[config.mk]
export PLATFORM = sky130hd
export DESIGN_NAME = alu_seq_engine
export DESIGN_NICKNAME = d
export VERILOG_FILES = /design/src/rtl/alu_pkg.sv /design/src/rtl/alu_nibble_slice.sv /design/src/rtl/alu_seq_engine.sv
export SDC_FILE = /design/constraint.sdc
export NUM_CORES = 1
export LEC_CHECK = 0
export BUFFER_PORTS_ARGS = -buffer_cell sky130_fd_sc_hd__buf_4
export CORE_ASPECT_RATIO = 1.5
export CORE_MARGIN = 4
export CORE_UTILIZATION = 49
export CTS_CLUSTER_DIAMETER = 200
export CTS_CLUSTER_SIZE = 12
export DETAILED_ROUTE_END_ITERATION = 6
export PLACE_DENSITY = 0.75
export SKIP_LAST_GASP = 1
export SLEW_MARGIN = 15
export SYNTH_ARGS = -nofsm -noshare
export SYNTH_HDL_FRONTEND = slang
export SYNTH_SLANG_ARGS = --single-unit
[constraint.sdc]
create_clock -name clk -period 2.76 [get_ports clk]
set_clock_uncertainty 0.2 [all_clocks]
set_input_delay 0.552 -clock clk [delete_from_list [all_inputs] [get_ports clk]]
set_output_delay 0.552 -clock clk [all_outputs]
set_load 0.01 [all_outputs]
[src/rtl/alu_pkg.sv]
// Shared definitions for the nibble-serial ALU sequencer: opcodes, FSM states
// and the slice width.
package alu_pkg;

    localparam int NIBBLE_W = 4;

    localparam logic [2:0] OP_ADD  = 3'b000;
    localparam logic [2:0] OP_AND  = 3'b001;
    localparam logic [2:0] OP_OR   = 3'b010;
    localparam logic [2:0] OP_NAND = 3'b011;
    localparam logic [2:0] OP_NOR  = 3'b100;

    typedef enum logic [1:0] {
        S_IDLE = 2'd0,
        S_EXEC = 2'd1,
        S_RESP = 2'd2
    } state_e;

    // Opcodes above NOR have no defined operation.
    function automatic logic is_reserved(input logic [2:0] op);
        return op > OP_NOR;
    endfunction

endpackage

[src/rtl/alu_nibble_slice.sv]
// Combinational 4-bit ALU slice. It also exposes the carry into bit 3 so the
// engine can derive signed overflow on the most significant nibble.
module alu_nibble_slice
    import alu_pkg::*;
(
    input  logic [NIBBLE_W-1:0] a_i,
    input  logic [NIBBLE_W-1:0] b_i,
    input  logic                cin_i,
    input  logic [2:0]          op_i,
    output logic [NIBBLE_W-1:0] out_o,
    output logic                cout_o,
    output logic                c3_o
);

    logic [NIBBLE_W:0]   sum;
    logic [NIBBLE_W-1:0] low_sum;

    assign sum     = {1'b0, a_i} + {1'b0, b_i} + {{NIBBLE_W{1'b0}}, cin_i};
    assign low_sum = {1'b0, a_i[2:0]} + {1'b0, b_i[2:0]} + {{(NIBBLE_W-1){1'b0}}, cin_i};

    always_comb begin
        // NOTE: every output gets a default before the case so no path leaves it unassigned (no latch).
        out_o  = '0;
        cout_o = 1'b0;
        c3_o   = 1'b0;
        case (op_i)
            OP_ADD: begin
                out_o  = sum[NIBBLE_W-1:0];
                cout_o = sum[NIBBLE_W];
                c3_o   = low_sum[NIBBLE_W-1];
            end
            OP_AND:  out_o = a_i & b_i;
            OP_OR:   out_o = a_i | b_i;
            OP_NAND: out_o = ~(a_i & b_i);
            OP_NOR:  out_o = ~(a_i | b_i);
            default: out_o = '0;
        endcase
    end

endmodule

[src/rtl/alu_seq_engine.sv]
// Nibble-serial ALU sequencer: one 4-bit slice per cycle, LSB first, with
// valid/ready request and response channels. Define ALU_SEQ_OVF_EN for rsp_ovf.
module alu_seq_engine
    import alu_pkg::*;
#(
    parameter int NIBBLES = 2
) (
    input  logic                      clk,
    input  logic                      rst_n,
    input  logic                      req_valid,
    output logic                      req_ready,
    input  logic [2:0]                req_op,
    input  logic [NIBBLE_W*NIBBLES-1:0] req_a,
    input  logic [NIBBLE_W*NIBBLES-1:0] req_b,
    input  logic                      req_cin,
    output logic                      rsp_valid,
    input  logic                      rsp_ready,
    output logic [NIBBLE_W*NIBBLES-1:0] rsp_result,
    output logic                      rsp_cout,
    output logic                      rsp_zero,
    output logic                      busy
`ifdef ALU_SEQ_OVF_EN
    ,
    output logic                      rsp_ovf
`endif
);

    localparam int WIDTH = NIBBLE_W * NIBBLES;
    localparam int IDX_W = (NIBBLES > 1) ? $clog2(NIBBLES) : 1;

    state_e             state_q, state_d;
    logic [IDX_W-1:0]   idx_q, idx_d;
    logic               carry_q, carry_d;
    logic [2:0]         op_q, op_d;
    logic [WIDTH-1:0]   a_q, a_d;
    logic [WIDTH-1:0]   b_q, b_d;
    logic [WIDTH-1:0]   result_q, result_d;
    logic               cout_q, cout_d;
    logic               zero_q, zero_d;
`ifdef ALU_SEQ_OVF_EN
    logic               ovf_q, ovf_d;
`endif

    logic [NIBBLE_W-1:0] slice_a, slice_b, slice_out;
    logic                slice_cout, slice_c3;
    logic                last_nibble;

    // Nibble base is idx*4, formed by concatenation since NIBBLE_W is 4.
    assign slice_a     = a_q[{idx_q, 2'b00} +: NIBBLE_W];
    assign slice_b     = b_q[{idx_q, 2'b00} +: NIBBLE_W];
    assign last_nibble = (idx_q == IDX_W'(NIBBLES - 1));

    alu_nibble_slice u_slice (
        .a_i    (slice_a),
        .b_i    (slice_b),
        .cin_i  (carry_q),
        .op_i   (op_q),
        .out_o  (slice_out),
        .cout_o (slice_cout),
        .c3_o   (slice_c3)
    );

    always_comb begin
        state_d  = state_q;
        idx_d    = idx_q;
        carry_d  = carry_q;
        op_d     = op_q;
        a_d      = a_q;
        b_d      = b_q;
        result_d = result_q;
        cout_d   = cout_q;
        zero_d   = zero_q;
`ifdef ALU_SEQ_OVF_EN
        ovf_d    = ovf_q;
`endif
        case (state_q)
            S_IDLE: begin
                if (req_valid && req_ready) begin
                    op_d     = req_op;
                    a_d      = req_a;
                    b_d      = req_b;
                    carry_d  = req_cin;
                    idx_d    = '0;
                    result_d = '0;
                    cout_d   = 1'b0;
                    zero_d   = 1'b0;
`ifdef ALU_SEQ_OVF_EN
                    ovf_d    = 1'b0;
`endif
                    state_d  = S_EXEC;
                end
            end
            S_EXEC: begin
                result_d[{idx_q, 2'b00} +: NIBBLE_W] = slice_out;
                // Slice returns carry 0 for non-ADD ops, so the chain self-clears.
                carry_d = slice_cout;
                if (last_nibble) begin
                    cout_d  = slice_cout;
                    zero_d  = (result_d == '0);
`ifdef ALU_SEQ_OVF_EN
                    ovf_d   = is_reserved(op_q) ||
                              ((op_q == OP_ADD) && (slice_c3 ^ slice_cout));
`endif
                    state_d = S_RESP;
                end else begin
                    idx_d = idx_q + 1'b1;
                end
            end
            S_RESP: begin
                if (rsp_ready) begin
                    state_d = S_IDLE;
                end
            end
            default: state_d = S_IDLE;
        endcase
    end

    // NOTE: sequential state uses non-blocking assignments so all registers update together at the edge.
    always_ff @(posedge clk or negedge rst_n) begin
        if (!rst_n) begin
            state_q  <= S_IDLE;
            idx_q    <= '0;
            carry_q  <= 1'b0;
            op_q     <= OP_ADD;
            a_q      <= '0;
            b_q      <= '0;
            result_q <= '0;
            cout_q   <= 1'b0;
            zero_q   <= 1'b0;
`ifdef ALU_SEQ_OVF_EN
            ovf_q    <= 1'b0;
`endif
        end else begin
            state_q  <= state_d;
            idx_q    <= idx_d;
            carry_q  <= carry_d;
            op_q     <= op_d;
            a_q      <= a_d;
            b_q      <= b_d;
            result_q <= result_d;
            cout_q   <= cout_d;
            zero_q   <= zero_d;
`ifdef ALU_SEQ_OVF_EN
            ovf_q    <= ovf_d;
`endif
        end
    end

    assign req_ready  = (state_q == S_IDLE) && rst_n;
    assign rsp_valid  = (state_q == S_RESP);
    assign busy       = (state_q != S_IDLE);
    assign rsp_result = result_q;
    assign rsp_cout   = cout_q;
    assign rsp_zero   = zero_q;
`ifdef ALU_SEQ_OVF_EN
    assign rsp_ovf    = ovf_q;
`endif

endmodule

==> After elaboration in Yosys (flattened, before gate mapping) <==
Cells that the tools add are included.
{ "op_classes": {"add_sub_neg": 4, "mul": 0, "div": 0, "n_lt_le_gt_ge": 0, "n_eq_ne": 9, "shift": 4, "mux": 18, "bitwise": 4, "n_reduce_logical": 11} }
{ "ops": {"columns": ["operator", "n"], "rows": [
  ["$pmux 4 s5", 1],
  ["$pmux 8 s2", 1],
  ["$shiftx 8x4->4", 2],
  ["$bwmux 8", 1],
  ["$logic_not 8->1", 1],
  ["$mux 8", 1],
  ["$not 4->4", 2],
  ["$pmux 1 s2", 4],
  ["$shift 4x5->8 const A", 1],
  ["$shiftx 4x5->8", 1],
  ["$eq 3x2->1 const B", 2],
  ["$mux 1", 6],
  ["$mux 2", 3],
  ["$pmux 2 s3", 1],
  ["$reduce_and 3->1", 2],
  ["$add 4x4->5", 1],
  ["$add 5x1->5", 1],
  ["$neg 3->5", 1],
  ["$and 4x4->4", 1],
  ["$ne 2x2->1 const B", 2],
  ["$or 4x4->4", 1],
  ["$reduce_and 2->1", 2],
  ["$reduce_bool 2->1", 2],
  ["$eq 3x1->1 const B", 1],
  ["other kinds (8)", 9]
]} }
{ "totals": {"register_bits": 33, "latch_bits": 0, "mem_bits_rw": 0, "romBits": 0, "in_bits": 24, "output_inout_bits": 13, "word_cells": 59, "memories": 0} }

==> Logic depth before layout (Yosys ltp) <==
{ "logic_depth": {"word_depth": 9, "ltp_mapped": 11, "mapped_depth_nobuf": 10} }

==> Cells and area by module <==
A second synthesis with hierarchy kept.
{ "unflattened": {"hier_cells": 158, "area_unflattened_um2": 1833.0} }
{ "by_module_without_submodules": {"columns": ["module", "instances", "cells_per_inst", "area_per_inst_um2", "seq_area_each_um2"], "rows": [
  ["alu_seq_engine", 1, 102, 1415.1, 825.8],
  ["alu_nibble_slice", 1, 56, 417.9, 0.0]
]} }

==> Worst setup path after synthesis <==
Ideal clock, no wire load.
{ "synth_timing": {"path_kind": "register to register", "from": "register idx_q", "to": "register zero_q, in the netlist rsp_zero", "setup_ps": 121, "arrival_ps": 2516, "required_ps": 2439, "slack_ps": -77, "path_stages_with_launch": 12, "n_path_buf": 1, "synth_period_minus_slack_ps": 2837, "cell_sequence": "dfrtp_1 -> buf_2 -> mux2i_1 -> inv_1 -> fa_1 -> inv_1 -> fa_1 -> xnor2_1 -> o21bai_1 -> o311ai_1 -> and4b_1 -> a22o_1"} }
{ "synth_between": {"elab_chain_len": 9, "elab_cells_between_ends": 18, "cone_classes": "3 x add/sub; 1 x eq/ne; 4 x shift; 4 x mux; 4 x bitwise; 2 x reduce/logical"} }
{ "synth_lines": {"columns": ["element", "line", "source"], "rows": [
  ["start: declaration", "alu_seq_engine.sv:32", "logic [IDX_W-1:0] idx_q, idx_d;"],
  ["start signal: assignment", "alu_seq_engine.sv:135", "idx_q <= idx_d;"],
  ["$shiftx 8x4->4 (on tied branches)", "alu_seq_engine.sv:49, alu_seq_engine.sv:50", null],
  ["$add 4x4->5 (tied with other cells)", "alu_nibble_slice.sv:18", "assign sum = {1'b0, a_i} + {1'b0, b_i} + {{NIBBLE_W{1'b0}}, cin_i};"],
  ["$add 5x1->5 (tied with other cells)", "alu_nibble_slice.sv:18", null],
  ["$pmux 4 s5", "alu_nibble_slice.sv:26", "case (op_i)"],
  ["$shiftx 4x5->8", "alu_seq_engine.sv:94", "result_d[{idx_q, 2'b00} +: NIBBLE_W] = slice_out;"],
  ["$bwmux 8", "alu_seq_engine.sv:94", null],
  ["$logic_not 8->1", "alu_seq_engine.sv:99", "zero_d = (result_d == '0);"],
  ["$mux 1", "alu_seq_engine.sv:97", "if (last_nibble) begin"],
  ["$pmux 1 s2", "alu_seq_engine.sv:76", "case (state_q)"],
  ["end signal: assignment", "alu_seq_engine.sv:142", "zero_q <= zero_d;"],
  ["end: declaration", "alu_seq_engine.sv:39", "logic zero_q, zero_d;"]
]} }
Several ways; a longest one is shown, not always the timed one. The select of a mux whose other input is x is not followed.
A chain may end at the register's enable or synchronous reset.

==> Worst setup path after layout <==
Same ends and word-level chain as after synthesis.

==> flow_metrics.tcl <==
set metrics [dict create \
    status "finished clean" \
    post-dp-hpwl_um 2990 \
    fin_nets 239 \
    setup_ws_ps 94.2 \
    wl_um 3810 \
    worstSetupPathType "register to register" \
    cp-end-kind "register" \
    tightest_slew_ps 522 \
    drive_gt1_share_pct 37.9 \
    ys_seq_area_share_pct 45.5 \
    synth-async-reset-ratio_pct 100 \
    clock_sinks 33 \
    antenna_found_initial 0 \
    cp_num_buf_inv 2 \
    final.min_clock_period_ps 2670 \
    cts_tree "yes" \
    clk_latency_ps 280 \
    row_count 26 \
    slew-limit-headroom_pct 65.2 \
    r2r_slack_ps 90 \
    firstDrtPassIters 4 \
    synth_cells 161 \
    synth_fp_nets 195 \
    syn_to_final_growth_pct 24.0 \
    critPathMaxStageDelay_ps 420 \
    synth-main-ff-cell "dfrtp_1" \
    htreeDepth 2 \
    hold_viol 0 \
    drc_errors 0 \
    drt_iter0_drc 31 \
    ys_ff_latch 33 \
    p_per_area_mw_per_mm2 1260 \
    final.period_utilization_pct 96.6 \
    critical-path-slowest-cell "fa_2" \
    viasPerCell 5.45 \
    wl_per_cell_um 15.4 \
    synth_top_area_share_pct 45.5 \
    required_ps 2730 \
    io_buffers 36 \
    clk_pin_slew_ps 60 \
    vias 1352 \
    start_util_pct 52.1 \
    synth_area_mm2 0.00181 \
    cts_made_buffers 5 \
    first_global_vias 1423 \
    cpLargestDelayFamily "adder cells" \
    cp_max_fo 3 \
    placed_area_mm2 0.00215 \
    synth_edf_count 0 \
    die_w_um 57.7 \
    clock.fmax_mhz 375 \
    grt_max_degree 34 \
    fillers 273 \
    reg2reg_depth 10 \
    worstPathCellList "mux2i_2, inv_2, fa_2, inv_1, fa_2, nor2_1, o21ai_1, a31o_1, and4b_1, a22o_1" \
    overflow 0 \
    maxCapViolCount 0 \
    r2r-start "idx_q" \
    root_buffer "clkbuf_8" \
    die_y_um 82.5 \
    synth_area_per_cell_um2 11.3 \
    ios 37 \
    antenna_cells 0 \
    synth_cell_types 40 \
    rr_endpoint "rsp_zero" \
    ant_nets 0 \
    synthTopCellsByArea "dfrtp_1 (46%), mux2_2 (12%), mux2i_1 (6.6%)" \
    start_kind "register" \
    post-place-ws_ps 41.9 \
    netlist.top_cell.by_area "dfrtp_1" \
    hp-class "primary input to asynchronous set/reset pin" \
    gp_congestion 0.838 \
    max-vdd-ir-drop_mv 0.784 \
    cp_common_cell "fa_2" \
    dieArea_mm2 0.00476 \
    cts_buffer_depth 2 \
    post-route-cell-area_mm2 0.00225 \
    rsz0062_at_grt "true" \
    multiInputGateArea_um2 921 \
    regArea_um2 827 \
    grt_usage_pct 18.1 \
    final_common_cell "buf_4" \
    leakagePower_nw 1.12 \
    timing.final.max_slew_violations 0 \
    worstSetupPathDepth 10 \
    mostFrequentLayoutCells "buf_4 (42), dfrtp_1 (32), mux2_2 (19)" \
    synth_warnings 0 \
    setup_viol 0 \
    cts_hold_buf 0 \
    critPathArrivalTime_ps 2640 \
    grt_pass1_wl_um 6500 \
    core-area_mm2 0.00348 \
]
==> logic make-up (layout without fill, tap and decap cells) <==
| family | count (synthesis) | in the layout | synth area share, % |
|---|---|---|---|
| flops | 33 | 33 | 45.5 |
| xor+xnor | 3 | 3 | 1.45 |
| buf+inv | 19 | 64 | 4.76 |
| mux | 32 | 32 | 19.0 |
| simple gates | 36 | 36 | 10.8 |
| fa+ha+maj | 10 | 10 | 7.73 |
| compound gates | 28 | 28 | 10.7 |
==> what timing repair did <==
item,in CTS,in global routing
gates resized for setup,0,5
buffers inserted,0,1
setup endpoints to repair,0,2
hold endpoints to repair,0,0
==> worst max path at each step <==
stage	from	end	slack (ps)
after floorplan	idx_q	rsp_zero	40
after CTS	idx_q	rsp_zero	20
final	idx_q	rsp_zero	90
after global routing	idx_q	rsp_zero	-20
after global placement	idx_q	rsp_zero	130
after detailed placement	idx_q	rsp_zero	40
==> cell usage after synthesis (all sizes together), types with 2 or more instances <==
master	instances
a21o	2
a21oi	4
a22o	6
buf	5
dfrtp	33
fa	2
ha	8
inv	14
mux2	20
mux2i	12
nand2	12
nand2b	3
nor2	8
nor2b	2
o21ai	8
or2	2
xor2	2
==> layout make-up <==
class                      count  area share [%]
tap                           42            2.34
sequential                    33            36.8
multi-input combinational    109            41.0
clock buffer                   8            3.56
timing repair buffer          42            14.0
inverter                      14            2.34
==> sequential cells by signal, summed over array words and instances, names as in the netlist <==
register,count
idx_q,1
rsp_zero,1
rsp_result,8
carry_q,1
state_q,2
b_q,8
op_q,3
a_q,8
rsp_cout,1
==> per-stage QoR <==
stage	power (W)	hold WS [ps]	util (%)	setup TNS [ps]	instances
3_3_place_gp	0.00237	268	61.8	0	239
3_5_place_dp	0.00245	288	61.8	0	239
4_1_cts	0.00281	143	64.1	0	247
6_report	0.00284	118	64.6	0	248
5_1_grt	0.00311	155	64.6	-17.5	248
2_1_floorplan	0.00203	56.4	-	0	161
==> worst reg2reg max path: cells and delay by family (launching register included) <==
kind / cells / cell delay, ps
flip-flops: 1 / 410
adder cells (fa/ha/maj): 2 / 780
AND/OR/NAND/NOR: 2 / 290
buffers and inverters: 2 / 160
multiplexers: 1 / 270
AO/OA/AOI/OAI: 3 / 470
==> metal layers <==
metal	part of all wire (%)	vias up	track usage, %
met2	57	40	33.8
li1	-	648	-
met5	0	-	0
met4	2.3	0	10.4
met3	4.8	7	3.27
met1	36	657	18.7
==> power by group <==
part / switching, W / total, W / internal, W
registers: 0.000203 / 0.000905 / 0.000702
clock network: 0.000163 / 0.000342 / 0.000179
logic: 0.000786 / 0.00159 / 0.000806
Power figures use the tool's default switching activity.
